<file path="src/rtl/fir_coeff_ctrl_if.sv">
// Host configuration, sample stream and coefficient bus of the FIR
// coefficient controller, grouped into one interface.
// The slave modport is the controller; the master modport is the host/stream side.
// Readback signals exist only when FIR_COEFF_READBACK_EN is defined.
interface fir_coeff_ctrl_if #(
  parameter int TAPS = 4,
  parameter int CW   = 16
);
  logic                   cfg_wr;
  logic [3:0]             cfg_addr;
  logic signed [CW-1:0]   cfg_data;
  logic                   cfg_commit;
  logic                   cfg_busy;
  logic                   cfg_err;
  logic                   swap_done;
  logic                   s_valid;
  logic signed [15:0]     s_data;
  logic                   s_ready;
  logic                   fir_sample_valid;
  logic signed [15:0]     fir_sample;
  logic [TAPS*CW-1:0]     coeff_bus;
  logic                   coeff_settled;
`ifdef FIR_COEFF_READBACK_EN
  logic                   cfg_rd;
  logic                   cfg_rbank;
  logic                   cfg_rvalid;
  logic signed [CW-1:0]   cfg_rdata;
`endif

  modport slave (
    input  cfg_wr, cfg_addr, cfg_data, cfg_commit, s_valid, s_data,
    output cfg_busy, cfg_err, swap_done, s_ready, fir_sample_valid, fir_sample,
    output coeff_bus, coeff_settled
`ifdef FIR_COEFF_READBACK_EN
    , input cfg_rd, cfg_rbank
    , output cfg_rvalid, cfg_rdata
`endif
  );

  modport master (
    output cfg_wr, cfg_addr, cfg_data, cfg_commit, s_valid, s_data,
    input  cfg_busy, cfg_err, swap_done, s_ready, fir_sample_valid, fir_sample,
    input  coeff_bus, coeff_settled
`ifdef FIR_COEFF_READBACK_EN
    , output cfg_rd, cfg_rbank
    , input cfg_rvalid, cfg_rdata
`endif
  );
endinterface

</file>
<file path="src/rtl/fir_coeff_ctrl.sv">
// FIR coefficient controller: double-buffered coefficient bank (shadow/active),
// one-cycle atomic swap that stalls the sample stream, and post-swap settling
// tracking (TAPS accepted samples before coeff_settled rises).
// Optional macro FIR_COEFF_READBACK_EN adds a registered shadow/active readback port.
module fir_coeff_ctrl #(
  parameter int                     TAPS       = 4,
  parameter int                     CW         = 16,
  parameter logic signed [CW-1:0]   COEFF_INIT = 16'sh2000
) (
  input  logic             clk,
  input  logic             rst,
  fir_coeff_ctrl_if.slave  bus
);
  localparam logic [1:0] ST_RUN    = 2'd0;
  localparam logic [1:0] ST_SETTLE = 2'd1;
  localparam logic [1:0] ST_SWAP   = 2'd2;

  localparam int               CNT_W  = 5;
  localparam logic [CNT_W-1:0] TAPS_C = CNT_W'(TAPS);

  logic [1:0]           state_q, state_d;
  logic [CNT_W-1:0]     cnt_q, cnt_d;
  logic signed [CW-1:0] shadow_q [TAPS];
  logic signed [CW-1:0] active_q [TAPS];
  logic                 err_q, err_d;
  logic                 swap_done_q;

  logic in_swap;
  logic addr_ok;
  logic accept;
  logic wr_ok;

  assign in_swap = (state_q == ST_SWAP);
  assign addr_ok = ({1'b0, bus.cfg_addr} < TAPS_C);
  assign accept  = bus.s_valid && !in_swap;
  // A write in the same cycle as a commit still lands: the copy happens one edge later.
  assign wr_ok   = bus.cfg_wr && addr_ok && !in_swap;

  assign bus.s_ready          = !in_swap;
  assign bus.fir_sample_valid = accept;
  assign bus.fir_sample       = bus.s_data;
  assign bus.cfg_busy         = in_swap;
  assign bus.cfg_err          = err_q;
  assign bus.swap_done        = swap_done_q;
  assign bus.coeff_settled    = (state_q == ST_RUN);

  for (genvar g = 0; g < TAPS; g++) begin : g_bus
    assign bus.coeff_bus[g*CW +: CW] = active_q[g];
  end

  // Next-state logic: commit wins over settle counting; SWAP always lasts one cycle.
  always_comb begin
    state_d = state_q;
    cnt_d   = cnt_q;
    case (state_q)
      ST_SWAP: begin
        state_d = ST_SETTLE;
        cnt_d   = '0;
      end
      ST_SETTLE: begin
        if (bus.cfg_commit) begin
          state_d = ST_SWAP;
        end else if (accept) begin
          cnt_d = cnt_q + CNT_W'(1);
          if (cnt_q + CNT_W'(1) == TAPS_C) state_d = ST_RUN;
        end
      end
      default: begin
        state_d = bus.cfg_commit ? ST_SWAP : ST_RUN;
      end
    endcase
  end

  // Rejected writes (and, with readback, out-of-range reads) flag an error next cycle.
  always_comb begin
    err_d = bus.cfg_wr && !wr_ok;
`ifdef FIR_COEFF_READBACK_EN
    if (bus.cfg_rd && !addr_ok) err_d = 1'b1;
`endif
  end

  // Control registers: state, settle counter, error and swap-done pulses.
  always_ff @(posedge clk) begin
    if (rst) begin
      state_q     <= ST_SETTLE;
      cnt_q       <= '0;
      err_q       <= 1'b0;
      swap_done_q <= 1'b0;
    end else begin
      state_q     <= state_d;
      cnt_q       <= cnt_d;
      err_q       <= err_d;
      swap_done_q <= in_swap;
    end
  end

  // Coefficient banks: shadow takes host writes, active copies shadow on the SWAP exit edge.
  always_ff @(posedge clk) begin
    for (int k = 0; k < TAPS; k++) begin
      if (rst) begin
        shadow_q[k] <= COEFF_INIT;
        active_q[k] <= COEFF_INIT;
      end else begin
        if (wr_ok && ({1'b0, bus.cfg_addr} == CNT_W'(k))) shadow_q[k] <= bus.cfg_data;
        if (in_swap) active_q[k] <= shadow_q[k];
      end
    end
  end

`ifdef FIR_COEFF_READBACK_EN
  logic signed [CW-1:0] rd_sel;
  logic                 rvalid_q;
  logic signed [CW-1:0] rdata_q;

  // Readback mux; an out-of-range index matches no entry and reads as zero.
  always_comb begin
    rd_sel = '0;
    for (int k = 0; k < TAPS; k++) begin
      if ({1'b0, bus.cfg_addr} == CNT_W'(k)) rd_sel = bus.cfg_rbank ? active_q[k] : shadow_q[k];
    end
  end

  // Registered read response, one cycle after cfg_rd, allowed in every state.
  always_ff @(posedge clk) begin
    if (rst) begin
      rvalid_q <= 1'b0;
      rdata_q  <= '0;
    end else begin
      rvalid_q <= bus.cfg_rd;
      if (bus.cfg_rd) rdata_q <= rd_sel;
    end
  end

  assign bus.cfg_rvalid = rvalid_q;
  assign bus.cfg_rdata  = rdata_q;
`endif
endmodule
</file>
<file path="src/flat_wrapper.sv">
// flat-port wrapper written by rule: the top's interface ports become plain ports
module fir_coeff_ctrl_flat 
#(
  parameter int                     TAPS       = 4,
  parameter int                     CW         = 16,
  parameter logic signed [CW-1:0]   COEFF_INIT = 16'sh2000
)
  (clk, rst, bus_cfg_wr, bus_cfg_addr, bus_cfg_data, bus_cfg_commit, bus_s_valid, bus_s_data, bus_cfg_busy, bus_cfg_err, bus_swap_done, bus_s_ready, bus_fir_sample_valid, bus_fir_sample, bus_coeff_bus, bus_coeff_settled);
  fir_coeff_ctrl_if #(.TAPS(TAPS), .CW(CW)) bus_i ();
  input  logic clk;
  input  logic rst;
  input wire logic [$bits(bus_i.cfg_wr)-1:0] bus_cfg_wr;
  input wire logic [$bits(bus_i.cfg_addr)-1:0] bus_cfg_addr;
  input wire logic [$bits(bus_i.cfg_data)-1:0] bus_cfg_data;
  input wire logic [$bits(bus_i.cfg_commit)-1:0] bus_cfg_commit;
  input wire logic [$bits(bus_i.s_valid)-1:0] bus_s_valid;
  input wire logic [$bits(bus_i.s_data)-1:0] bus_s_data;
  output wire logic [$bits(bus_i.cfg_busy)-1:0] bus_cfg_busy;
  output wire logic [$bits(bus_i.cfg_err)-1:0] bus_cfg_err;
  output wire logic [$bits(bus_i.swap_done)-1:0] bus_swap_done;
  output wire logic [$bits(bus_i.s_ready)-1:0] bus_s_ready;
  output wire logic [$bits(bus_i.fir_sample_valid)-1:0] bus_fir_sample_valid;
  output wire logic [$bits(bus_i.fir_sample)-1:0] bus_fir_sample;
  output wire logic [$bits(bus_i.coeff_bus)-1:0] bus_coeff_bus;
  output wire logic [$bits(bus_i.coeff_settled)-1:0] bus_coeff_settled;
  assign bus_i.cfg_wr = bus_cfg_wr;
  assign bus_i.cfg_addr = bus_cfg_addr;
  assign bus_i.cfg_data = bus_cfg_data;
  assign bus_i.cfg_commit = bus_cfg_commit;
  assign bus_i.s_valid = bus_s_valid;
  assign bus_i.s_data = bus_s_data;
  assign bus_cfg_busy = bus_i.cfg_busy;
  assign bus_cfg_err = bus_i.cfg_err;
  assign bus_swap_done = bus_i.swap_done;
  assign bus_s_ready = bus_i.s_ready;
  assign bus_fir_sample_valid = bus_i.fir_sample_valid;
  assign bus_fir_sample = bus_i.fir_sample;
  assign bus_coeff_bus = bus_i.coeff_bus;
  assign bus_coeff_settled = bus_i.coeff_settled;
  fir_coeff_ctrl #(.TAPS(TAPS), .CW(CW), .COEFF_INIT(COEFF_INIT)) u_core (.clk(clk), .rst(rst), .bus(bus_i));
endmodule
</file>
<file path="config.mk">
export PLATFORM = sky130hd
export DESIGN_NAME = fir_coeff_ctrl_flat
export DESIGN_NICKNAME = d
export VERILOG_FILES = /design/src/rtl/fir_coeff_ctrl_if.sv /design/src/rtl/fir_coeff_ctrl.sv /design/src/flat_wrapper.sv
export SDC_FILE = /design/constraint.sdc
export NUM_CORES = 1
export LEC_CHECK = 0
export BUFFER_PORTS_ARGS = -buffer_cell sky130_fd_sc_hd__buf_2
export CAP_MARGIN = 30
export CORE_UTILIZATION = 57
export CTS_CLUSTER_SIZE = 14
export DETAILED_ROUTE_END_ITERATION = 10
export PLACE_DENSITY_LB_ADDON = 0.08
export SLEW_MARGIN = 5
export SYNTH_ARGS = -nofsm -noshare
export SYNTH_HDL_FRONTEND = slang
export SYNTH_SLANG_ARGS = --single-unit
</file>
<file path="constraint.sdc">
create_clock -name clk -period 4.1 [get_ports clk]
set_clock_uncertainty 0.1 [all_clocks]
set_input_delay 0.205 -clock clk [delete_from_list [all_inputs] [get_ports clk]]
set_output_delay 0.205 -clock clk [all_outputs]
set_load 0.03 [all_outputs]
</file>
### Word-level counts from Yosys, hierarchy flattened

Memory sizes are Yosys's and may differ from the RTL's.
Index checks and enable logic that the tools add are counted.

| word-level totals | value |
|---|---|
| register bits after elaboration | 9 |
| latch bits | 0 |
| memory bits (writable) | 128 |
| bits in read-only memories | 0 |
| input port bits | 41 |
| output and inout port bits | 86 |
| word-level logic and storage cells | 74 |
| memories kept | 2 |

Memories:

| name | words | width | read ports | clocked after memory_dff | write ports | line | text |
|---|---|---|---|---|---|---|---|
| u_core.active_q | 4 | 16 | 4 | 0 | 4 | fir_coeff_ctrl.sv:24 | `logic signed [CW-1:0] active_q [TAPS];` |
| u_core.shadow_q | 4 | 16 | 4 | 0 | 4 | fir_coeff_ctrl.sv:23 | `logic signed [CW-1:0] shadow_q [TAPS];` |

| cells by class | value |
|---|---|
| $add $sub $neg | 1 |
| $mul | 0 |
| divide/modulo/power cells | 0 |
| $lt $le $gt $ge | 1 |
| equality and inequality tests | 10 |
| shifts and indexed selects | 0 |
| multiplexer cells | 33 |
| bitwise gates (word level) | 8 |
| reductions and logical operators | 15 |

Operators by type and width:

| cell | number |
|---|---|
| 16-bit two-way mux | 8 |
| 1-bit two-way mux | 17 |
| 5-bit two-way mux | 2 |
| 5-bit one-hot mux with 2 select lines | 1 |
| 4-bit by 2-bit equality test with 1-bit output (second input constant) | 2 |
| 1-bit logical AND | 8 |
| 2-bit two-way mux | 4 |
| 1-bit OR | 8 |
| 5-bit by 1-bit adder with 5-bit output (second input constant) | 1 |
| 5-bit by 3-bit equality test with 1-bit output (second input constant) | 1 |
| 4-bit by 1-bit equality test with 1-bit output (second input constant) | 1 |
| 4-bit logical NOT | 1 |
| 4-bit by 3-bit less-than comparator with 1-bit output (second input constant) | 1 |
| 2-bit inequality test (second input constant) | 2 |
| 2-bit one-hot mux with 2 select lines | 1 |
| 3-bit by 2-bit inequality test with 1-bit output (second input constant) | 1 |
| 3-bit inequality test (second input constant) | 1 |
| 3-bit AND reduction | 1 |
| 2-bit by 1-bit equality test with 1-bit output (second input constant) | 1 |
| 2-bit equality test (second input constant) | 1 |
| 1-bit logical NOT | 2 |
| 2-bit logical NOT | 1 |
| 2-bit AND reduction | 1 |
| 2-bit nonzero test | 1 |

### Longest topological paths before layout

| depth | value |
|---|---|
| depth in word-level cells | 8 |
| depth in mapped cells | 6 |
| depth with buffers taken out | 4 |

### Worst setup path before layout

No wires, ideal clock.

| path | value |
|---|---|
| kind | reg2reg |
| start point | register u_core.state_q[0] |
| end point | memory u_core.active_q[0][0], enable pin |
| library setup time | 434 ps |
| arrival time | 2175 ps |
| required time | 3566 ps |
| setup slack | 1391 ps |
| stages on the path, launching flop included | 4 |
| buffers on the path | 1 |
| period minus slack after synthesis | 2709 ps |
| cell sequence | dfxtp_1 -> nand2b_1 -> buf_4 -> nand2b_1 |

RTL lines:

| what | line | text |
|---|---|---|
| start, declared | fir_coeff_ctrl.sv:21 | `logic [1:0] state_q, state_d;` |
| start signal, assigned | fir_coeff_ctrl.sv:90 | `state_q <= state_d;` |
| end, declared | fir_coeff_ctrl.sv:24 |  |

==> impl_results.md <==
- Run status: finished, final reports clean
- Post-synthesis cell area: 0.00545 mm^2
- Seq/Total Area, Yosys: 73.8%
- Crit-path cells: nand2b_1, inv_4, nor2_1, a41o_1
- Synthesized area per cell: 15.6 um^2
- # Max-Cap Violations: 0
- Die Wd: 99.8 um
- CP Class: reg -> reg
- Row Count: 35
- Total internal power: 0.00256 W
- Place WS: 1.74 ns
- Netlist cell types: 37
- Area leader, netlist: edfxtp_1
- Yosys top cell area share: 70.5%
- CP arrival: 2.39 ns
- DR DRC count: 0
- CTS tree: done
- PwrDens: 491 mW/mm^2
- Gr ovfl total: 0
- Synthesized flop and latch total: 137
- Clock Latency Late Sink: 0.52 ns
- Worst-path clk slew: 0.06 ns
- Port buffer count: 94
- Worst setup margin: 1.75 ns
- Initial antenna violation count: 0
- DR vias/cell: 5.09
- Die area: 0.00996 mm^2
- Fmax: 426 MHz
- HP Class: in -> reg
- WL final: 9.40 mm
- Static leakage: 2.69 nW
- Mapped Nets: 392
- Pins Over Slew Limit: 0
- CP delay by family, top: compound AO/OA/AOI/OAI gates
- Initial Util: 59.0%
- Final Cycle Share: 57.3%
- Min cycle time layout: 2.35 ns
- H-tree Lvls: 4
- Clock Power Share: 44.9%
- Layout overhead on the synthesized area: 23.1%
- Sequential cell area: 0.00402 mm^2
- Setup TNS: 0 ns
- Setup crit start kind: flop
- RSZ-0062 raised after global routing: no
- Area of the multi-input gates: 0.00123 mm^2
- Diodes inserted: 0
- Hold Fails Final Rpt: 0
- Post-DP HPWL: 5.71 mm
- EDFF count, synth: 128
- Yosys warns: 0
- Post-CTS resize count: 0
- Switching Share: 22.4%
- Max clock buf depth: 2
- CP required: 4.14 ns
- First-pass GRT wire length: 14.8 mm
- Clock Tree Root: clkbuf_8
- Total power: 0.00330 W
- CTS sink count: 137
- CP Capture Type: flop
- Die Y-Extent: 99.8 um
- Slew @ Worst Pin: 0.874 ns
- Avg WL per Cell: 15.8 um
- Critical Path Fanout Max: 16
- P_sw: 0.000739 W
- Sequential Power Share: 48.9%
- Pre-antenna DRT Iters: 5
- DRT antenna net count: 0
- Cell with the most instances after synthesis: edfxtp_1
- Syn Inst Count: 350
- Synth area leaders: edfxtp_1 71%, and2_1 14%, dfxtp_1 3.3%
- Layout cells sized above 1: 30.0%
- Comb pwr share: 6.3%
- Largest net degree at the start of global routing: 67
- Max IR drop VDD: 0.000334 V
- Top_reg_cell synth: edfxtp_1
- Initial DRC count: 95
- Slowest CP cell: a41o_1
- Nets: 495
- Core area: 0.00924 mm^2
- CP Buf/Inv Count: 1
- Setup Viol. Count Final: 0
- Post-synth top cells: 128 x edfxtp_1, 121 x and2_1, 17 x buf_4, 9 x clkbuf_1, 9 x dfxtp_1
- Worst path max stage delay: 0.66 ns
- Post-synthesis async set-or-reset flop share: 0%
- Vias: 3027
- Slew headroom: 41.7%
- Gr usage total: 20.5%
- Global placement routability congestion: 0.721
- CTS buffer count: 17
- Vias in the first global route: 2924
- Fill cells: 606
- IO Pins: 127
repair_timing:
item | CTS | global route
setup buffers | 0 | 0
hold endpoints to repair | 68 | 0
hold buffers | 20 | 0
registers in the layout (all words and copies together) (netlist names):
signal,cells
u_core.state_q,2
u_core.active_q,64
u_core.bus.cfg_err,1
u_core.cnt_q,5
u_core.bus.swap_done,1
u_core.shadow_q,64
cell type report:
type	count	share of cell area (%)
Clock buffer	20	6.64
Clock inverter	12	2.09
Inverter	5	0.317
Multi-Input combinational cell	177	18.3
Sequential cell	137	60.0
Tap cell	129	2.41
Timing Repair Buffer	115	10.3
cells by family after synthesis:
family	share of synthesized area [%]
AOI/OAI and AO/OA	1.74
adders and majority gates	0.230
DFF	73.8
muxes	0.413
and+or+nand+nor	19.9
buffers and inverters	3.93
worst min-delay path: stages:
cell	delay [ns]
buf_2	0.20
nor4_4	0.14
nand2b_1	0.08
layout by cell type, fill, tap and decap left out, types with 2 or more instances in the layout:
cell,count
a31o_2,2
a41o_1,3
and2_1,121
buf_2,94
bufinv_16,2
clkbuf_16,16
clkbuf_8,3
clkinv_4,3
clkinvlp_4,3
dfxtp_1,9
dlygate4sd3_1,20
edfxtp_1,128
inv_1,4
inv_6,3
mux2_2,2
nand2_1,2
nand2b_1,5
nand3b_1,2
nand4_1,2
nor2_1,5
nor2b_1,2
nor3b_1,3
nor4_4,2
nor4b_1,3
nor4b_4,2
o21ai_0,2
or3_1,4
path summary, 6_finish.rpt:
check / start / end / slack (ns) / cells after the start
max: u_core.state_q[0] / u_core.shadow_q[1][11] / 1.75 / 4
min: bus_cfg_addr[1] / u_core.shadow_q[0][13] / 0.11 / 3
max reg2reg: u_core.state_q[0] / u_core.shadow_q[1][11] / 1.75 / 4
min reg2reg: u_core.shadow_q[0][29] / u_core.active_q[1][13] / 0.41 / 1
power groups by stage:
stage                     Sequential [W]  Combinational (W)  Clock (W)
final                            0.00161           0.000207    0.00148
after detailed placement         0.00164           0.000192          0
after floorplan                  0.00170          0.0000892          0
after global placement           0.00164           0.000189          0
after global routing             0.00162           0.000221    0.00157
after CTS                        0.00161           0.000208    0.00150
routing by layer:
metal	track usage, %	vias up	wire length (um)
met3	6.96	34	588
met2	32.0	100	4410
met4	8.82	0	211
met5	0	-	0
met1	26.6	1463	4190
li1	-	1430	-
through the flow:
stage	utilization [%]	instance area, um^2	hold WS, ns	cells
global placement	63.9	5900	0.310	542
finish	72.6	6710	0.109	595
detailed placement	63.9	5900	0.310	542
CTS	72.4	6690	0.0962	594
global route	72.6	6710	0.112	595
floorplan	-	5450	0.240	350
(Power assumes the default switching activity.)
